`config.mk`:
```
export PLATFORM = sky130hd
export DESIGN_NAME = gpi_input_conditioner_flat
export DESIGN_NICKNAME = d
export VERILOG_FILES = /design/src/rtl/gpi_pkg.sv /design/src/rtl/gpi_input_conditioner_if.sv /design/src/rtl/gpi_db_bit.sv /design/src/rtl/gpi_input_conditioner.sv /design/src/flat_wrapper.sv
export SDC_FILE = /design/constraint.sdc
export NUM_CORES = 1
export LEC_CHECK = 0
export ABC_AREA = 1
export CAP_MARGIN = 20
export CORE_MARGIN = 2
export CORE_UTILIZATION = 27
export CTS_BUF_LIST = sky130_fd_sc_hd__clkbuf_4 sky130_fd_sc_hd__clkbuf_8
export CTS_CLUSTER_DIAMETER = 150
export DETAILED_ROUTE_END_ITERATION = 10
export PLACE_DENSITY = 0.4
export SKIP_CTS_REPAIR_TIMING = 1
export SLEW_MARGIN = 5
export SYNTH_ARGS = -nofsm -noshare
export SYNTH_HDL_FRONTEND = slang
export SYNTH_SLANG_ARGS = --single-unit
```
`constraint.sdc`:
```
create_clock -name PCLK -period 2 [get_ports PCLK]
set_input_delay 0.4 -clock PCLK [delete_from_list [all_inputs] [get_ports PCLK]]
set_output_delay 0.4 -clock PCLK [all_outputs]
set_load 0.02 [all_outputs]
```
`src/rtl/gpi_pkg.sv`:
```
// Shared constants for the GPI peripheral and its input conditioner.
package gpi_pkg;

    localparam int GPI_WIDTH      = 8;
    localparam int GPI_DB_DEFAULT = 1000;

    // Debounce counter width: enough bits to hold DB_CYCLES-1, never less than one.
    function automatic int gpi_cnt_width(input int db_cycles);
        int w;
        w = $clog2(db_cycles);
        return (w < 1) ? 1 : w;
    endfunction

endpackage

```
`src/rtl/gpi_input_conditioner_if.sv`:
```
// Pin-side / bus-side signal bundle for the GPI input conditioner.
interface gpi_input_conditioner_if
    import gpi_pkg::*;
#(
    parameter int WIDTH = GPI_WIDTH
);
    logic [WIDTH-1:0] pin_in;
    logic             db_en;
    logic [WIDTH-1:0] gpi;
    logic [WIDTH-1:0] rise;
    logic [WIDTH-1:0] fall;
    logic             changed;

    // Master drives the raw pins and mode; slave is the conditioner itself.
    modport master (output pin_in, db_en, input gpi, rise, fall, changed);
    modport slave  (input pin_in, db_en, output gpi, rise, fall, changed);

endinterface

```
`src/rtl/gpi_db_bit.sv`:
```
// One input bit: synchronizer chain, stable-count debouncer, edge pulses.
module gpi_db_bit
    import gpi_pkg::*;
#(
    parameter int SYNC_STAGES = 2,
    parameter int DB_CYCLES   = GPI_DB_DEFAULT
) (
    input  logic PCLK,
    input  logic PRESET,
    input  logic pin,
    input  logic db_en,
    output logic level,
    output logic rise,
    output logic fall,
    output logic rise_nxt,
    output logic fall_nxt
);
    localparam int             CW      = gpi_cnt_width(DB_CYCLES);
    localparam logic [CW-1:0]  CNT_MAX = CW'(DB_CYCLES - 1);

    logic [SYNC_STAGES-1:0] sync_q;
    logic                   syn;
    logic [CW-1:0]          cnt_q, cnt_d;
    logic                   level_q, level_d;
    logic                   rise_q, fall_q;

    assign syn = sync_q[SYNC_STAGES-1];

    // Synchronizer chain shifting the raw pin into the PCLK domain.
    // NOTE: the sync flops are reset too, so a pin held high through reset
    // re-enters the pipeline cleanly instead of appearing as a stale level.
    always_ff @(posedge PCLK) begin
        if (PRESET) sync_q <= '0;
        else        sync_q <= {sync_q[SYNC_STAGES-2:0], pin};
    end

    // Next-state for the debounce counter and the accepted level.
    // NOTE: defaults first, so every path assigns every output and no latch is inferred.
    always_comb begin
        level_d = level_q;
        cnt_d   = '0;
        if (!db_en) begin
            level_d = syn;
        end else if (syn != level_q) begin
            if (cnt_q == CNT_MAX) level_d = syn;
            else                  cnt_d   = cnt_q + 1'b1;
        end
    end

    assign rise_nxt = level_d & ~level_q;
    assign fall_nxt = ~level_d & level_q;

    // Level, counter and edge-pulse registers.
    // NOTE: non-blocking assignments keep every flop sampling pre-edge values.
    always_ff @(posedge PCLK) begin
        if (PRESET) begin
            cnt_q   <= '0;
            level_q <= 1'b0;
            rise_q  <= 1'b0;
            fall_q  <= 1'b0;
        end else begin
            cnt_q   <= cnt_d;
            level_q <= level_d;
            rise_q  <= rise_nxt;
            fall_q  <= fall_nxt;
        end
    end

    assign level = level_q;
    assign rise  = rise_q;
    assign fall  = fall_q;

endmodule

```
`src/rtl/gpi_input_conditioner.sv`:
```
// Raw-pin front end for the GPI peripheral: WIDTH independent conditioned bits.
module gpi_input_conditioner
    import gpi_pkg::*;
#(
    parameter int WIDTH       = GPI_WIDTH,
    parameter int SYNC_STAGES = 2,
    parameter int DB_CYCLES   = GPI_DB_DEFAULT
) (
    input  logic                    PCLK,
    input  logic                    PRESET,
    gpi_input_conditioner_if.slave  bus
);
    logic [WIDTH-1:0] gpi_w, rise_w, fall_w, rise_nxt_w, fall_nxt_w;
    logic             changed_q;

    for (genvar i = 0; i < WIDTH; i++) begin : g_bit
        gpi_db_bit #(
            .SYNC_STAGES (SYNC_STAGES),
            .DB_CYCLES   (DB_CYCLES)
        ) u_bit (
            .PCLK     (PCLK),
            .PRESET   (PRESET),
            .pin      (bus.pin_in[i]),
            .db_en    (bus.db_en),
            .level    (gpi_w[i]),
            .rise     (rise_w[i]),
            .fall     (fall_w[i]),
            .rise_nxt (rise_nxt_w[i]),
            .fall_nxt (fall_nxt_w[i])
        );
    end

    // Summary change flag, registered in the same cycle as the per-bit pulses.
    always_ff @(posedge PCLK) begin
        if (PRESET) changed_q <= 1'b0;
        else        changed_q <= |(rise_nxt_w | fall_nxt_w);
    end

    assign bus.gpi     = gpi_w;
    assign bus.rise    = rise_w;
    assign bus.fall    = fall_w;
    assign bus.changed = changed_q;

endmodule

```
`src/flat_wrapper.sv`:
```
// flat-port wrapper written by rule: the top's interface ports become plain ports
module gpi_input_conditioner_flat import gpi_pkg::*;
#(
    parameter int WIDTH       = GPI_WIDTH,
    parameter int SYNC_STAGES = 2,
    parameter int DB_CYCLES   = GPI_DB_DEFAULT
)
  (PCLK, PRESET, bus_pin_in, bus_db_en, bus_gpi, bus_rise, bus_fall, bus_changed);
  gpi_input_conditioner_if #(.WIDTH(WIDTH)) bus_i ();
  input  logic PCLK;
  input  logic PRESET;
  input wire logic [$bits(bus_i.pin_in)-1:0] bus_pin_in;
  input wire logic [$bits(bus_i.db_en)-1:0] bus_db_en;
  output wire logic [$bits(bus_i.gpi)-1:0] bus_gpi;
  output wire logic [$bits(bus_i.rise)-1:0] bus_rise;
  output wire logic [$bits(bus_i.fall)-1:0] bus_fall;
  output wire logic [$bits(bus_i.changed)-1:0] bus_changed;
  assign bus_i.pin_in = bus_pin_in;
  assign bus_i.db_en = bus_db_en;
  assign bus_gpi = bus_i.gpi;
  assign bus_rise = bus_i.rise;
  assign bus_fall = bus_i.fall;
  assign bus_changed = bus_i.changed;
  gpi_input_conditioner #(.WIDTH(WIDTH), .SYNC_STAGES(SYNC_STAGES), .DB_CYCLES(DB_CYCLES)) u_core (.PCLK(PCLK), .PRESET(PRESET), .bus(bus_i));
endmodule
```
==> flow_metrics.py, run 1 <==
metrics = {
    "global_route": {
        "antenna_found_initial": 0,
        "globalRouteTotalUtil_pct": 10.5,
        "grt_start_max_net_pins": 22,
        "vias_in_the_first_global_route": 4097,
        "grt_overflow_total": 0,
        "grt_pass1_wl_um": 18500,
    },
    "detailed_routing": {
        "count_of_vias_placed_by_the_detailed_router": 4322,
        "drt_drc_violations_left": 0,
        "detailedRoute.firstPassIterationCount": 4,
        "postRouteAntennaNets": 0,
        "routed_wire_length_per_instance_um": 10.1,
        "initial_drt_markers": 127,
        "detail_route.wirelength_um": 10900,
        "vias_per_cell": 4.01,
    },
    "cts": {
        "numClockSinks": 121,
        "ctsLongestPathBuffers": 2,
        "cts.clk_slew.worst_paths_ns": 0.07,
        "num_cts_buffers": 17,
        "htreeDepth": 4,
        "tritoncts": "built",
        "clock_latency_ns": 0.43,
        "clock_tree.root_cell": "sky130_fd_sc_hd__clkbuf_8",
    },
    "pwr": {
        "power_per_cell_area_nw_per_um2": 738,
        "total_power_mw": 4.91,
        "peakVddDrop_uv": 283,
        "power_leakage_nw": 2.70,
    },
    "finish": {
        "design_area_um2": 6650,
        "final_layout_size_suffix_gt1_share_pct": 11.9,
        "n_antenna_cell": 0,
        "area_added_between_synthesis_and_finish_pct": 17.6,
        "fin_nets": 831,
        "number_of_inserted_filler_cells_in_the_final_layout": 2213,
    },
    "placed_design": {
        "numPortBuffers": 35,
        "gp_routability_congestion": 0.727,
        "place.detailed.hpwl_um": 8050,
        "pre_cts_ws_ns": -0.0314,
        "placed_area_um2": 6270,
    },
    "timing": {
        "worst_slack_ns": 0.0982,
        "min_period_over_period_pct": 95.1,
        "max_clock_freq_mhz": 526,
        "maxSlewHeadroom_pct": 69.2,
        "worst-slew-pin-transition_ns": 0.462,
        "rsz_0062_raised_after_global_routing": "no",
        "timing.final.crit_period_ns": 1.90,
        "clock_skew_ns": 0.0105,
        "setup_viol_count_final": 0,
        "final_max_slew_viol_count": 0,
        "finalHoldViolCount": 0,
    },
    "setup_path": {
        "worst_path_largest_cell_delay_ns": 0.64,
        "worst_ep_arrival_time_ns": 1.50,
        "crit_path_cell_trace": "clkdlybuf4s50_1",
        "cell_type_of_the_slowest_stage_on_the_worst_timing_path": "sky130_fd_sc_hd__clkdlybuf4s50_1",
        "critical_path_buf_inv_count": 1,
        "worstSetupEndpointType": "output port",
        "worstPathRequired_ns": 1.60,
        "startpoint": "u_core.g_bit[3].u_bit.level",
        "criticalPathCategory": "reg2out",
        "timing.critical_path.fanout_max": 4,
        "critical_path_s_top_delay_family": "buffers and inverters",
        "worstSetupStartpointType": "flop",
        "timing.rr.start": "u_core.g_bit[4].u_bit.cnt_q[0]",
    },
    "hold_path": {
        "hold_class": "reg2reg",
        "hold_start": "u_core.g_bit[1].u_bit.sync_q[0]",
    },
    "synth": {
        "post_synth_main_area_contributors": "sky130_fd_sc_hd__dfxtp_1 43%, sky130_fd_sc_hd__nand2_1 9.9%, sky130_fd_sc_hd__nor2_1 9.6%",
        "share_of_async_settable_or_async_resettable_flops_after_synthesis_pct": 0,
        "synthesis.area_um2": 5660,
        "yosysWarningCount": 0,
        "synth_largest_type_area_fraction_pct": 42.8,
        "syn_area_per_cell_um2": 7.50,
        "synth_seq_area_share_pct": 42.8,
        "synth.most_common_cell": "sky130_fd_sc_hd__nand2_1",
        "synth_cells": 755,
        "synth.largest_area_cell": "sky130_fd_sc_hd__dfxtp_1",
        "synth_top_cells_by_count": "149 x sky130_fd_sc_hd__nand2_1, 144 x sky130_fd_sc_hd__nor2_1, 129 x sky130_fd_sc_hd__inv_1, 121 x sky130_fd_sc_hd__dfxtp_1, 41 x sky130_fd_sc_hd__nand3_1",
        "mapped_nets": 790,
        "edff_count_synth": 0,
        "synth_cell_type_count": 30,
        "synth-seq-cells": 121,
        "postSynth.topFlopCell": "sky130_fd_sc_hd__dfxtp_1",
    },
    "run_status": {
        "outcome": "finished clean",
    },
    "floorplanning": {
        "floorplan.initialDensity_pct": 27.7,
        "die_height_um": 149,
        "fp-row-count": 52,
        "floorplan.core_area_um2": 20400,
        "die_area_um2": 22100,
        "die-width_um": 149,
        "ioPinCount": 36,
    },
    "flow_run": {
        "maxCapViolations": 0,
    },
}
[worst paths after layout]
check,to,slack [ns],cells past startpoint
worst max-delay path,bus_gpi[3],0.1,1
worst min-delay path,u_core.g_bit[1].u_bit.sync_q[1],0.40,2
worst max register to register,u_core.bus.changed,0.22,12
worst min register to register,u_core.g_bit[1].u_bit.sync_q[1],0.40,2
[registers in the layout (all words and copies together), names as in the netlist]
signal,cells
u_core.g_bit.u_bit.level,8
u_core.g_bit.u_bit.rise,8
u_core.bus.changed,1
u_core.g_bit.u_bit.cnt_q,80
u_core.g_bit.u_bit.sync_q,16
u_core.g_bit.u_bit.fall,8
[worst register-to-register path: cells and delay by family (launching register included)]
family	cells	cell delay [ns]
and+or+nand+nor	8	0.72
adders and majority gates	2	0.49
DFF	1	0.36
AOI/OAI and AO/OA	1	0.08
buffers and inverters	1	0.04
[cells in the final DEF (no fill, tap or decap), types with 2 or more instances in the layout]
| cell type | n |
|---|---|
| sky130_fd_sc_hd__nand2_1 | 149 |
| sky130_fd_sc_hd__nor2_1 | 144 |
| sky130_fd_sc_hd__inv_1 | 129 |
| sky130_fd_sc_hd__dfxtp_1 | 120 |
| sky130_fd_sc_hd__nand3_1 | 41 |
| sky130_fd_sc_hd__clkdlybuf4s50_1 | 34 |
| sky130_fd_sc_hd__ha_1 | 23 |
| sky130_fd_sc_hd__clkbuf_8 | 20 |
| sky130_fd_sc_hd__xor2_1 | 19 |
| sky130_fd_sc_hd__buf_4 | 18 |
| sky130_fd_sc_hd__a21oi_1 | 13 |
| sky130_fd_sc_hd__nand4_1 | 11 |
| sky130_fd_sc_hd__xnor2_1 | 11 |
| sky130_fd_sc_hd__nand2_2 | 10 |
| sky130_fd_sc_hd__o21ai_0 | 9 |
| sky130_fd_sc_hd__nor2_2 | 8 |
| sky130_fd_sc_hd__nor3_2 | 6 |
| sky130_fd_sc_hd__nand3_2 | 5 |
| sky130_fd_sc_hd__clkbuf_4 | 5 |
| sky130_fd_sc_hd__nand4_4 | 4 |
| sky130_fd_sc_hd__nand3b_1 | 4 |
| sky130_fd_sc_hd__nor2_4 | 3 |
| sky130_fd_sc_hd__clkinvlp_4 | 3 |
| sky130_fd_sc_hd__clkinv_2 | 3 |
| sky130_fd_sc_hd__inv_2 | 2 |
| sky130_fd_sc_hd__nor3_1 | 2 |
| sky130_fd_sc_hd__nor3_4 | 2 |
| sky130_fd_sc_hd__o21bai_1 | 2 |
[layer usage]
| metal | GRT usage, % | routed length [um] | up-vias |
|---|---|---|---|
| li1 | - | - | 2353 |
| met1 | 13.2 | 5540 | 1912 |
| met2 | 17.0 | 4830 | 44 |
| met3 | 3.24 | 349 | 13 |
| met4 | 3.86 | 147 | 0 |
| met5 | 0 | 0 | - |
[where the power goes]
part / internal (mW) / switching [mW] / total (mW)
logic: 0.142 / 0.176 / 0.318
clock network: 1.14 / 0.960 / 2.10
registers: 2.46 / 0.0309 / 2.49
total: 3.74 / 1.17 / 4.91
[per-stage QoR]
step	TNS, ns	hold slack (ns)	util (%)	cells
5_1_grt	0	0.393	32.6	1079
2_1_floorplan	0	0.388	-	755
4_1_cts	0	0.371	32.5	1079
3_5_place_dp	-0.0314	0.396	30.7	1047
3_3_place_gp	-0.000981	0.392	30.7	1047
6_report	0	0.399	32.6	1079
[cell families after synthesis]
group / synth area share [%]
buf+inv: 12.7
xor+xnor: 4.64
flops: 42.8
compound gates: 2.61
simple gates: 31.9
fa+ha+maj: 5.31
[final cells by class]
type	count	area, um^2	area share [%]
multi-input cells	471	2520	37.9
inverters	131	492	7.39
clock inverters	7	67.6	1.02
repair buffers	54	500	7.52
clock buffers	25	313	4.70
well taps	270	338	5.08
flip-flops and latches	121	2420	36.4
Note: power is estimated with default switching activity, not from simulation.
==> inputs of run 2 (changes only) <==
- SYNTH_HIERARCHICAL: default -> 1
==> run 2 against run 1 <==
Fmax barely moved. Via count rose by 0.81%. Sequential share of layout area fell by 0.82 points. Critical path depth did not move. Core utilization barely moved. Clock skew fell by 0.0024 ns. Largest cell class unchanged. Highest routed layer unchanged.
==> flow_metrics.py, run 2 <==
metrics = {
    "run_status": {
        "outcome": "finished clean",
    },
    "synth": {
        "synthesis.area_um2": 5710,
        "synth_seq_area_share_pct": 42.4,
        "postSynth.topFlopCell": "sky130_fd_sc_hd__dfxtp_1",
        "syn_area_per_cell_um2": 7.52,
        "yosys-mux-area-fraction_pct": 0,
        "synth.largest_area_cell": "sky130_fd_sc_hd__dfxtp_1",
        "share_of_async_settable_or_async_resettable_flops_after_synthesis_pct": 0,
        "xor_xnor_share_of_the_synthesized_area_pct": 6.13,
        "yosysWarningCount": 6,
        "synth_compound_area_share_pct": 3.59,
        "synth_largest_type_area_fraction_pct": 42.4,
        "synth_cell_type_count": 20,
        "synth.most_common_cell": "sky130_fd_sc_hd__nor2_1",
        "synthAdderAreaFrac_pct": 1.75,
        "synth-seq-cells": 121,
        "mapped_nets": 779,
        "yosys.area_share.simple_pct": 36.7,
        "synth_cells": 760,
        "main_combinational_cell_family_by_area_after_synthesis": "simple AND/OR/NAND/NOR gates",
        "post_synth_main_area_contributors": "sky130_fd_sc_hd__dfxtp_1 42%, sky130_fd_sc_hd__nor2_1 11%, sky130_fd_sc_hd__nand2_1 9.7%",
        "synth_top_cells_by_count": "162 x sky130_fd_sc_hd__nor2_1, 148 x sky130_fd_sc_hd__nand2_1, 136 x sky130_fd_sc_hd__inv_1, 121 x sky130_fd_sc_hd__dfxtp_1, 32 x sky130_fd_sc_hd__xor2_1",
        "edff_count_synth": 0,
    },
    "placed_design": {
        "gp_routability_congestion": 0.721,
        "pre_cts_ws_ns": 0.474,
        "numPortBuffers": 35,
        "place.detailed.hpwl_um": 8150,
    },
    "finish": {
        "number_of_inserted_filler_cells_in_the_final_layout": 2283,
        "fin_nets": 837,
        "max_flop_register": "u_core/g_bit.u_bit/cnt_q",
        "largestRegisters": "u_core/g_bit.u_bit/cnt_q: 80 flops, u_core/g_bit.u_bit/sync_q: 16 flops",
        "n_antenna_cell": 0,
        "combined_area_of_the_multi_input_logic_cells_um2": 2750,
        "area_added_between_synthesis_and_finish_pct": 19.1,
        "final_cell_mix": "162 x sky130_fd_sc_hd__nor2_1, 148 x sky130_fd_sc_hd__nand2_1, 136 x sky130_fd_sc_hd__inv_1, 121 x sky130_fd_sc_hd__dfxtp_1",
        "flip_flop_count_of_the_largest_register_after_layout": 80,
        "layout_commonest_cell": "sky130_fd_sc_hd__nor2_1",
        "register_area_um2": 2420,
        "final_layout_size_suffix_gt1_share_pct": 15.7,
    },
    "flow_run": {
        "maxCapViolations": 0,
    },
    "setup_path": {
        "reg2reg_setup_slack_ns": 0.52,
        "crit_path_cell_trace": "clkdlybuf4s50_1",
        "worstPathRequired_ns": 1.60,
        "timing.critical_path.fanout_max": 4,
        "critical_path_s_top_delay_family": "buffers and inverters",
        "criticalPathCategory": "reg2out",
        "worst_ep_arrival_time_ns": 1.50,
        "cell_type_of_the_slowest_stage_on_the_worst_timing_path": "sky130_fd_sc_hd__clkdlybuf4s50_1",
        "critical_path_buf_inv_count": 1,
        "worstSetupStartpointType": "flop",
        "worst_path_largest_cell_delay_ns": 0.65,
        "worstSetupEndpointType": "output port",
    },
    "floorplanning": {
        "ioPinCount": 36,
        "die_area_um2": 22300,
        "floorplan.initialDensity_pct": 27.3,
        "die-width_um": 149,
        "floorplan.core_area_um2": 20900,
        "die_height_um": 149,
        "fp-row-count": 53,
    },
    "global_route": {
        "met2_capacity_usage_during_global_routing_pct": 16.1,
        "grt.met1_usage_pct": 14.3,
        "vias_in_the_first_global_route": 4101,
        "grt_overflow_total": 0,
        "grt_pass1_wl_um": 19000,
        "met3_usage_pct": 2.77,
        "antenna_found_initial": 0,
        "grt_start_max_net_pins": 25,
        "grt_most_used_layer": "met2",
        "globalRouteTotalUtil_pct": 10.8,
    },
    "pwr": {
        "p_seq_share_pct": 52.8,
        "clockPowerShare_pct": 41.5,
        "switchingPower_mw": 1.08,
        "swShare_pct": 23.1,
        "power_leakage_nw": 2.62,
        "power_per_cell_area_nw_per_um2": 690,
        "power.internal_mw": 3.61,
        "total_power_mw": 4.69,
        "combPwrFrac_pct": 5.7,
        "peakVddDrop_uv": 359,
    },
    "timing": {
        "final_max_slew_viol_count": 0,
        "worst-slew-pin-transition_ns": 0.484,
        "worst_slack_ns": 0.0984,
        "maxSlewHeadroom_pct": 67.7,
        "setup_viol_count_final": 0,
        "clock_skew_ns": 0.00814,
        "finalHoldViolCount": 0,
        "timing.final.crit_period_ns": 1.90,
        "min_period_over_period_pct": 95.1,
        "rsz_0062_raised_after_global_routing": "no",
        "tns_ns": 0,
        "max_clock_freq_mhz": 526,
    },
    "detailed_routing": {
        "drt_drc_violations_left": 0,
        "vias_per_cell": 3.95,
        "count_of_vias_placed_by_the_detailed_router": 4357,
        "initial_drt_markers": 142,
        "detailedRoute.firstPassIterationCount": 4,
        "postRouteAntennaNets": 0,
        "detail_route.wirelength_um": 11100,
        "routed_wire_length_per_instance_um": 10.1,
    },
    "cts": {
        "htreeDepth": 4,
        "num_cts_buffers": 17,
        "cts.clk_slew.worst_paths_ns": 0.07,
        "clock_latency_ns": 0.43,
        "tritoncts": "built",
        "clock_tree.root_cell": "sky130_fd_sc_hd__clkbuf_8",
        "ctsLongestPathBuffers": 2,
        "numClockSinks": 121,
    },
    "hold_path": {
        "hold_class": "reg2reg",
    },
}
run 2: cell count changes in the layout (fill, tap and decap cells not counted), sizes merged, moves of 10 or more:
| cell | previous run | this run |
|---|---|---|
| buf | 20 | 6 |
| nor2 | 155 | 178 |
| nand2 | 159 | 172 |
| nor3 | 10 | 0 |
| inv | 131 | 144 |
| ha | 24 | 8 |
| xor2 | 19 | 32 |
run 2: kinds of logic after synthesis:
family,Yosys count
and+or+nand+nor,422
adders and majority gates,8
AOI/OAI and AO/OA,25
buffers and inverters,144
DFF,121
xor gates and xnor gates,40
run 2: tightest hold or removal path, delay by kind of cell (launching register included):
kind                   cells  cell delay, ns
buffers and inverters      1            0.04
flip-flops                 1            0.30
AND/OR/NAND/NOR            1            0.03
run 2: final timing paths:
kind	from	end	cells after the start
min	u_core/g_bit[7].u_bit/sync_q[0]	u_core/g_bit[7].u_bit/sync_q[1]	2
max reg2reg	u_core/g_bit[6].u_bit/cnt_q[0]	u_core/bus.changed	11
max	u_core/g_bit[3].u_bit/level	bus_gpi[3]	1
min reg2reg	u_core/g_bit[7].u_bit/sync_q[0]	u_core/g_bit[7].u_bit/sync_q[1]	2
run 2: layer usage:
| metal | vias to the layer above | wire length, um |
|---|---|---|
| met1 | 1899 | 5750 |
| met5 | - | 0 |
| met3 | 16 | 347 |
| met4 | 0 | 264 |
| li1 | 2399 | - |
| met2 | 43 | 4740 |
run 2: layout make-up:
cell class | instances | area share (%)
flip-flops and latches | 121 | 35.6
multi-input cells | 495 | 40.4
clock inverters | 3 | 0.221
repair buffers | 39 | 5.85
inverters | 144 | 7.95
clock buffers | 25 | 4.87
well taps | 275 | 5.06
run 2: stage by stage:
stage / utilization, % / hold slack [ns] / area (um^2) / std cells
finish: 32.6 / 0.398 / 6800 / 1102
global route: 32.6 / 0.414 / 6800 / 1102
CTS: 32.5 / 0.384 / 6800 / 1102
detailed placement: 30.9 / 0.393 / 6450 / 1074
global placement: 30.9 / 0.391 / 6450 / 1074
floorplan: - / 0.388 / 5710 / 760
run 2: power groups by stage:
stage | Clock, mW | Combinational (mW) | Sequential, mW
finish | 1.95 | 0.268 | 2.48
global route | 2.15 | 0.299 | 2.48
CTS | 2.06 | 0.275 | 2.48
detailed placement | 0 | 0.275 | 2.53
global placement | 0 | 0.277 | 2.54
floorplan | 0 | 0.126 | 2.55
==> inputs of run 3 (changes only) <==
- CORE_UTILIZATION: 27 -> 61
- PLACE_DENSITY: 0.4 -> 0.79
==> run 3 against run 2 <==
Sequential power about the same. Non-clock buffer count up 3. Via count up 6.2%. Clock skew up 0.0060 ns. Critical path depth did not move. Sequential cell count did not move. Design area down 2.1%. Wire length down 3.5%. Final cell count down 14%. Largest power group unchanged. Clock-buffer cell count shrank 4. Critical endpoint is now bus_gpi[1]. First-iteration DRC count fell by 26%.
==> flow_metrics.py, run 3 (synthesized netlist as in run 2, its figures left out) <==
metrics = {
    "pwr": {
        "power_leakage_nw": 2.63,
        "power_per_cell_area_nw_per_um2": 741,
        "total_power_mw": 4.93,
        "peakVddDrop_uv": 446,
    },
    "finish": {
        "flip_flop_count_of_the_largest_register_after_layout": 80,
        "fin_nets": 840,
        "n_antenna_cell": 0,
        "area_added_between_synthesis_and_finish_pct": 16.6,
        "max_flop_register": "u_core/g_bit.u_bit/cnt_q",
        "final_layout_size_suffix_gt1_share_pct": 16.4,
        "final_cell_mix": "162 x sky130_fd_sc_hd__nor2_1, 148 x sky130_fd_sc_hd__nand2_1, 136 x sky130_fd_sc_hd__inv_1, 121 x sky130_fd_sc_hd__dfxtp_1, 33 x sky130_fd_sc_hd__clkdlybuf4s50_1",
        "largestRegisters": "u_core/g_bit.u_bit/cnt_q: 80 flops, u_core/g_bit.u_bit/sync_q: 16 flops",
        "layout_commonest_cell": "sky130_fd_sc_hd__nor2_1",
        "non_filler_cells_in_the_finished_layout": 945,
        "postLayoutCoreUtil_pct": 72.8,
        "design_area_um2": 6660,
    },
    "setup_path": {
        "worstSetupEndpointType": "output port",
        "worstPathRequired_ns": 1.60,
        "worst_path_largest_cell_delay_ns": 0.64,
        "critical_path_s_top_delay_family": "buffers and inverters",
        "worstSetupStartpointType": "flop",
        "cell_type_of_the_slowest_stage_on_the_worst_timing_path": "sky130_fd_sc_hd__clkdlybuf4s50_1",
        "timing.critical_path.fanout_max": 4,
        "worst_ep_arrival_time_ns": 1.50,
        "crit_path_cell_trace": "clkdlybuf4s50_1",
        "critical_path_buf_inv_count": 1,
        "criticalPathCategory": "reg2out",
    },
    "timing": {
        "final_max_slew_viol_count": 0,
        "max_clock_freq_mhz": 526,
        "worst_slack_ns": 0.101,
        "timing.final.crit_period_ns": 1.90,
        "min_period_over_period_pct": 95.0,
        "finalHoldViolCount": 0,
        "worst-slew-pin-transition_ns": 0.537,
        "rsz_0062_raised_after_global_routing": "no",
        "clock_skew_ns": 0.0141,
        "maxSlewHeadroom_pct": 64.2,
        "hold_slack_ns": 0.404,
        "tns_ns": 0,
        "setup_viol_count_final": 0,
    },
    "global_route": {
        "grt_pass1_wl_um": 18800,
        "antenna_found_initial": 0,
        "vias_in_the_first_global_route": 4473,
        "grt_overflow_total": 0,
        "grt_start_max_net_pins": 26,
        "globalRouteTotalUtil_pct": 23.1,
    },
    "floorplanning": {
        "floorplan.core_area_um2": 9150,
        "floorplan.initialDensity_pct": 62.4,
        "fp-row-count": 35,
        "die_height_um": 101,
        "die_area_um2": 10200,
        "ioPinCount": 36,
        "die-width_um": 101,
    },
    "placed_design": {
        "place.detailed.hpwl_um": 7610,
        "number_of_placed_instances_taps_included": 913,
        "pre_cts_ws_ns": 0.454,
        "gp_routability_congestion": 0.842,
        "placed_area_um2": 6260,
        "numPortBuffers": 35,
    },
    "flow_run": {
        "maxCapViolations": 0,
    },
    "detailed_routing": {
        "detailedRoute.firstPassIterationCount": 4,
        "vias_per_cell": 4.90,
        "met2RoutedLength_um": 5420,
        "detail_route.wirelength_um": 10700,
        "wl_met3_um": 282,
        "initial_drt_markers": 105,
        "routed_wire_length_per_instance_um": 11.3,
        "met1_length_um": 4830,
        "top_signal_layer_used": "met4",
        "postRouteAntennaNets": 0,
        "count_of_vias_placed_by_the_detailed_router": 4626,
        "drt_drc_violations_left": 0,
    },
    "cts": {
        "clock_latency_ns": 0.43,
        "tritoncts": "built",
        "cts.clk_slew.worst_paths_ns": 0.07,
        "clock_tree.root_cell": "sky130_fd_sc_hd__clkbuf_8",
        "ctsLongestPathBuffers": 2,
        "htreeDepth": 4,
        "numClockSinks": 121,
        "num_cts_buffers": 17,
    },
    "run_status": {
        "outcome": "finished clean",
    },
    "hold_path": {
        "hold_class": "reg2reg",
    },
}
-- run 3: changes by cell type in the layout (fill, tap and decap cells not counted) --
| cell | delta |
|---|---|
| sky130_fd_sc_hd__clkinv_2 | +1 |
| sky130_fd_sc_hd__clkinv_4 | +3 |
| sky130_fd_sc_hd__clkdlybuf4s50_1 | +1 |
| sky130_fd_sc_hd__dlymetal6s2s_1 | -1 |
| sky130_fd_sc_hd__clkbuf_4 | -1 |
| sky130_fd_sc_hd__buf_12 | -1 |
| sky130_fd_sc_hd__buf_4 | +4 |
| sky130_fd_sc_hd__clkbuf_8 | -3 |
| sky130_fd_sc_hd__clkinvlp_4 | +2 |
| sky130_fd_sc_hd__bufinv_16 | +2 |
-- run 3: area by class of cell --
class	instances	area, um^2
flip-flops and latches	121	2420
repair buffers	42	405
fillers	704	2490
clock buffers	21	283
well taps	111	139
multi-input cells	495	2750
inverters	144	541
clock inverters	11	121
-- run 3: report_power, final --
group          total [mW]  internal [mW]  switching [mW]
Combinational       0.270          0.112           0.158
Sequential           2.48           2.45          0.0288
Clock                2.19           1.22           0.971
Total                4.93           3.78            1.16
-- run 3: per-layer routing --
layer	track usage, %	up-vias
met5	0	-
met4	10.4	0
met3	6.03	19
met2	39.7	57
met1	27.0	2147
li1	-	2403
-- run 3: final timing paths --
kind	start	to	slack, ns	cells after the start
min reg2reg	u_core/g_bit[4].u_bit/sync_q[0]	u_core/g_bit[4].u_bit/sync_q[1]	0.40	2
min	u_core/g_bit[4].u_bit/sync_q[0]	u_core/g_bit[4].u_bit/sync_q[1]	0.40	2
max	u_core/g_bit[1].u_bit/level	bus_gpi[1]	0.10	1
max reg2reg	u_core/g_bit[6].u_bit/cnt_q[0]	u_core/bus.changed	0.53	11
